`src/rtl/pipe_stage_reg.sv`:
```
// Pipeline stage register with optional two-entry skid buffer.
// With SKID_EN=1, in_ready comes only from state flops, qualified by reset, which breaks
// the ready path between stages. With SKID_EN=0 it is a single register with
// pass-through ready.
module pipe_stage_reg #(
    parameter int unsigned       WIDTH     = 178,
    parameter bit                SKID_EN   = 1'b1,
    parameter logic [WIDTH-1:0]  RESET_VAL = '0
) (
    input  logic             clk,
    input  logic             rst,
    input  logic             flush,
    input  logic             in_valid,
    output logic             in_ready,
    input  logic [WIDTH-1:0] in_data,
    output logic             out_valid,
    input  logic             out_ready,
    output logic [WIDTH-1:0] out_data,
    output logic [1:0]       occupancy,
    output logic [15:0]      stall_cnt
);

    // Encoding doubles as the occupancy count.
    typedef enum logic [1:0] {
        StEmpty = 2'd0,
        StFull  = 2'd1,
        StSkid  = 2'd2
    } state_e;

    state_e           state_q, state_d;
    logic [WIDTH-1:0] main_q, main_d;
    logic [WIDTH-1:0] skid_q, skid_d;
    logic [15:0]      stall_q, stall_d;
    logic             accept;
    logic             consume;

    assign out_valid = (state_q != StEmpty);
    assign out_data  = main_q;
    assign occupancy = state_q;
    assign stall_cnt = stall_q;

    // Skid mode keeps ready off the downstream path; held low while in reset.
    assign in_ready = SKID_EN ? (rst & (state_q != StSkid)) : (~out_valid | out_ready);

    assign accept  = in_valid & in_ready;
    assign consume = out_valid & out_ready;

    // Next-state and payload steering; flush overrides every transfer.
    always_comb begin
        state_d = state_q;
        main_d  = main_q;
        skid_d  = skid_q;
        if (flush) begin
            state_d = StEmpty;
            main_d  = RESET_VAL;
            skid_d  = RESET_VAL;
        end else begin
            unique case (state_q)
                StEmpty: begin
                    if (accept) begin
                        main_d  = in_data;
                        state_d = StFull;
                    end
                end
                StFull: begin
                    if (accept && consume) begin
                        main_d = in_data;
                    end else if (accept) begin
                        // Only reachable with the skid entry; single mode needs consume to accept.
                        if (SKID_EN) begin
                            skid_d  = in_data;
                            state_d = StSkid;
                        end
                    end else if (consume) begin
                        state_d = StEmpty;
                    end
                end
                StSkid: begin
                    if (consume) begin
                        main_d  = skid_q;
                        state_d = StFull;
                    end
                end
                default: begin
                    state_d = StEmpty;
                end
            endcase
        end
    end

    // Back-pressure counter, saturating, cleared by flush.
    always_comb begin
        stall_d = stall_q;
        if (flush) begin
            stall_d = 16'd0;
        end else if (out_valid && !out_ready && (stall_q != 16'hFFFF)) begin
            stall_d = stall_q + 16'd1;
        end
    end

    // State and payload registers with asynchronous reset.
    always_ff @(posedge clk or negedge rst) begin
        if (!rst) begin
            state_q <= StEmpty;
            main_q  <= RESET_VAL;
            skid_q  <= RESET_VAL;
            stall_q <= 16'd0;
        end else begin
            state_q <= state_d;
            main_q  <= main_d;
            skid_q  <= skid_d;
            stall_q <= stall_d;
        end
    end

endmodule
```
`config.mk`:
```
export PLATFORM = sky130hd
export DESIGN_NAME = pipe_stage_reg
export DESIGN_NICKNAME = d
export VERILOG_FILES = /design/src/rtl/pipe_stage_reg.sv
export SDC_FILE = /design/constraint.sdc
export NUM_CORES = 1
export LEC_CHECK = 0
export CORE_AREA = 2 2 163 197
export CTS_CLUSTER_DIAMETER = 40
export DETAILED_ROUTE_END_ITERATION = 10
export DIE_AREA = 0 0 165 199
export GPL_TIMING_DRIVEN = 0
export MAX_ROUTING_LAYER = met4
export PLACE_DENSITY_LB_ADDON = 0.3
export SETUP_SLACK_MARGIN = 0.05
export SYNTH_ARGS = -nofsm -noshare
export SYNTH_HDL_FRONTEND = slang
export SYNTH_SLANG_ARGS = --single-unit
```
`constraint.sdc`:
```
create_clock -name clk -period 5.6 [get_ports clk]
set_input_delay 1.12 -clock clk [delete_from_list [all_inputs] [get_ports clk]]
set_output_delay 1.12 -clock clk [all_outputs]
set_load 0.02 [all_outputs]
```
==> flow_summary.json <==
{
  "cts_max_path_buffers": 3,
  "routabilityCongestion": 0.913,
  "routed_wl_um": 46900,
  "slew_viol_final": 0,
  "power_density_mw_per_mm2": 325,
  "hold_path_class": "flop to flop",
  "ant_nets": 0,
  "area_growth_pct": 34.4,
  "synthCells": 1491,
  "required_ns": 4.48,
  "avgRoutedWirePerCell_um": 19.9,
  "fin_skew_ns": 0.0221,
  "first_global_vias": 13800,
  "grtUsageTotal_pct": 29.2,
  "postCtsSetupRepairBufs": 0,
  "netlist_area_mm2": 0.0168,
  "drive_gt1_share_pct": 11.4,
  "syn_area_per_cell_um2": 11.3,
  "ys_seq_elements": 374,
  "clkSlewWorstSetupHoldPaths_ns": 0.06,
  "clk-insertion-delay-late_ns": 0.55,
  "numCtsBuffers": 43,
  "gr-total-overflow": 0,
  "synth_area_leaders": "dfrtp_1 (56%), mux2i_1 (11%), nand2_1 (8.1%)",
  "path_class": "input pin to output pin",
  "dieArea_mm2": 0.0328,
  "post_dp_cell_area_mm2": 0.0212,
  "final_common_cell": "clkdlybuf4s50_1",
  "grt_setup_unrepaired": "no",
  "core_mm2": 0.0310,
  "yosysTopAreaCellShare_pct": 55.6,
  "root_buffer": "clkbuf_16",
  "hold_violations": 0,
  "timing.slew.headroom_pct": 42.3,
  "port_buffers": 379,
  "ir_drop_mv": 0.235,
  "fin_crit_sh_pct": 64.6,
  "tightest_slew_ns": 0.854,
  "synth-seq-area-share_pct": 55.6,
  "grt_pass1_wl_um": 73300,
  "antenna_found_initial": 4,
  "synth_warnings": 0,
  "nets": 2106,
  "ys_types": 44,
  "synth-edff-count": 0,
  "drt_iter0_markers": 933,
  "rows": 71,
  "io-pin-count": 381,
  "stdcell_area_mm2": 0.0226,
  "path_max_fanout": 68,
  "async_flop_share_pct": 100,
  "grt_max_degree": 117,
  "synthesis.nets": 1679,
  "ctsHtreeMaxLevel": 2,
  "cp.arrival_ns": 2.50,
  "max_freq_mhz": 277,
  "cts-resized-gates": 0,
  "mostFrequentLayoutCells": "clkdlybuf4s50_1 (378), dfrtp_1 (374), nand2_1 (363)",
  "start_util_pct": 54.3,
  "end_kind": "output pin",
  "cts_num_sinks": 374,
  "fin_util_pct": 72.9,
  "dr.pass1.iters": 5,
  "layout_min_cycle_time_ns": 3.62,
  "leakagePower_nw": 8.98,
  "synth_largest_area_cell": "dfrtp_1",
  "outcome": "complete, no violations",
  "dieHeight_um": 199,
  "dieWidth_um": 165,
  "dp_hpwl_um": 32500,
  "vias": 13400,
  "vias_per_cell": 5.69,
  "synth_flop_cell": "dfrtp_1",
  "hold_buffers": 0,
  "start_kind": "input pin",
  "fillerInstances": 2139,
  "drc": 0,
  "cts_tree": "built",
  "finalSetupViolCount": 0,
  "drv_cap": 0
}
[critical path, stage by stage]
cell	delay [ns]
buf_8	0.41
nor2b_1	0.24
clkdlybuf4s50_1	0.69
[cell usage after synthesis (all sizes together) (2+ instances only)]
cell and count:
clkbuf 61, and3 6, o21ai 3, o2bb2ai 178, mux2i 180, or3 5, inv 4, nand3 6
or4 3, o31ai 6, nor2b 3, dfrtp 374, buf 59, nand4 6, a211oi 4, nand3b 3
nor3 5, ha 5, a41oi 2, or3b 2, nor2 5, a21oi 195, nand2 363
[routing by layer]
metal  wire, um  vias to the layer above  part of all wire, %  track usage, %
met1      18700                     6628                   40            35.9
met2      22500                      511                   48            45.8
met4       2080                        0                  4.4            12.7
met3       3610                      124                  7.7            7.32
met5          0                        -                    0               -
li1           -                     6135                    -               -
[cell families (layout without fill, tap and decap cells)]
logic type	Yosys count	count (layout)	synth area share, %
AOI/OAI and AO/OA	394	394	19.3
xor gates and xnor gates	2	2	0.104
adders and majority gates	5	5	0.372
buffers and inverters	124	581	3.88
DFF	374	374	55.6
muxes	180	180	10.7
other	0	4	0
and+or+nand+nor	412	412	9.97
[sequential cells by signal, indices dropped and copies added, names as in the netlist]
| register | flops |
|---|---|
| out_data | 178 |
| skid_q | 178 |
| stall_cnt | 16 |
| occupancy | 2 |
[where the power goes]
group          total (mW)  switching [mW]  internal [mW]
Combinational        1.52           0.841          0.679
Sequential           3.07           0.153           2.92
Clock                2.76            1.14           1.62
[worst paths after layout]
path,endpoint,from,cells after the start,slack [ns]
max,in_ready,rst,3,1.98
min,out_data[116],out_data[116],1,0.49
max reg2reg,skid_q[112],occupancy[0],8,2.55
min reg2reg,out_data[116],out_data[116],1,0.49
max in group asynchronous,out_data[114],rst,3,3.76
min in group asynchronous,out_data[30],rst,1,0.55
[metrics by stage]
| stage | cells | worst slack (ns) | setup TNS, ns | total power [mW] | hold WS [ns] |
|---|---|---|---|---|---|
| 2_1_floorplan | 1491 | 3.00 | 0 | 3.86 | 0.501 |
| 3_3_place_gp | 2271 | -12.80 | -9286.04 | 4.61 | 0.469 |
| 3_5_place_dp | 2274 | 1.72 | 0 | 4.63 | 0.472 |
| 4_1_cts | 2349 | 1.94 | 0 | 7.40 | 0.490 |
| 5_1_grt | 2353 | 1.86 | 0 | 7.63 | 0.508 |
| 6_report | 2353 | 1.98 | 0 | 7.35 | 0.486 |
[final cells by class]
class | instances | area, um2 | share of cell area (%)
timing repair buffer | 382 | 3880 | 17.2
tap | 401 | 502 | 2.22
sequential | 374 | 9360 | 41.4
clock buffer | 58 | 1210 | 5.36
multi-input combinational | 993 | 6810 | 30.1
antenna | 4 | 10.0 | 0.0443
inverter | 4 | 15.0 | 0.0664
clock inverter | 17 | 180 | 0.797
buffer | 120 | 638 | 2.82
No activity file was read; power rests on OpenSTA's default activity.
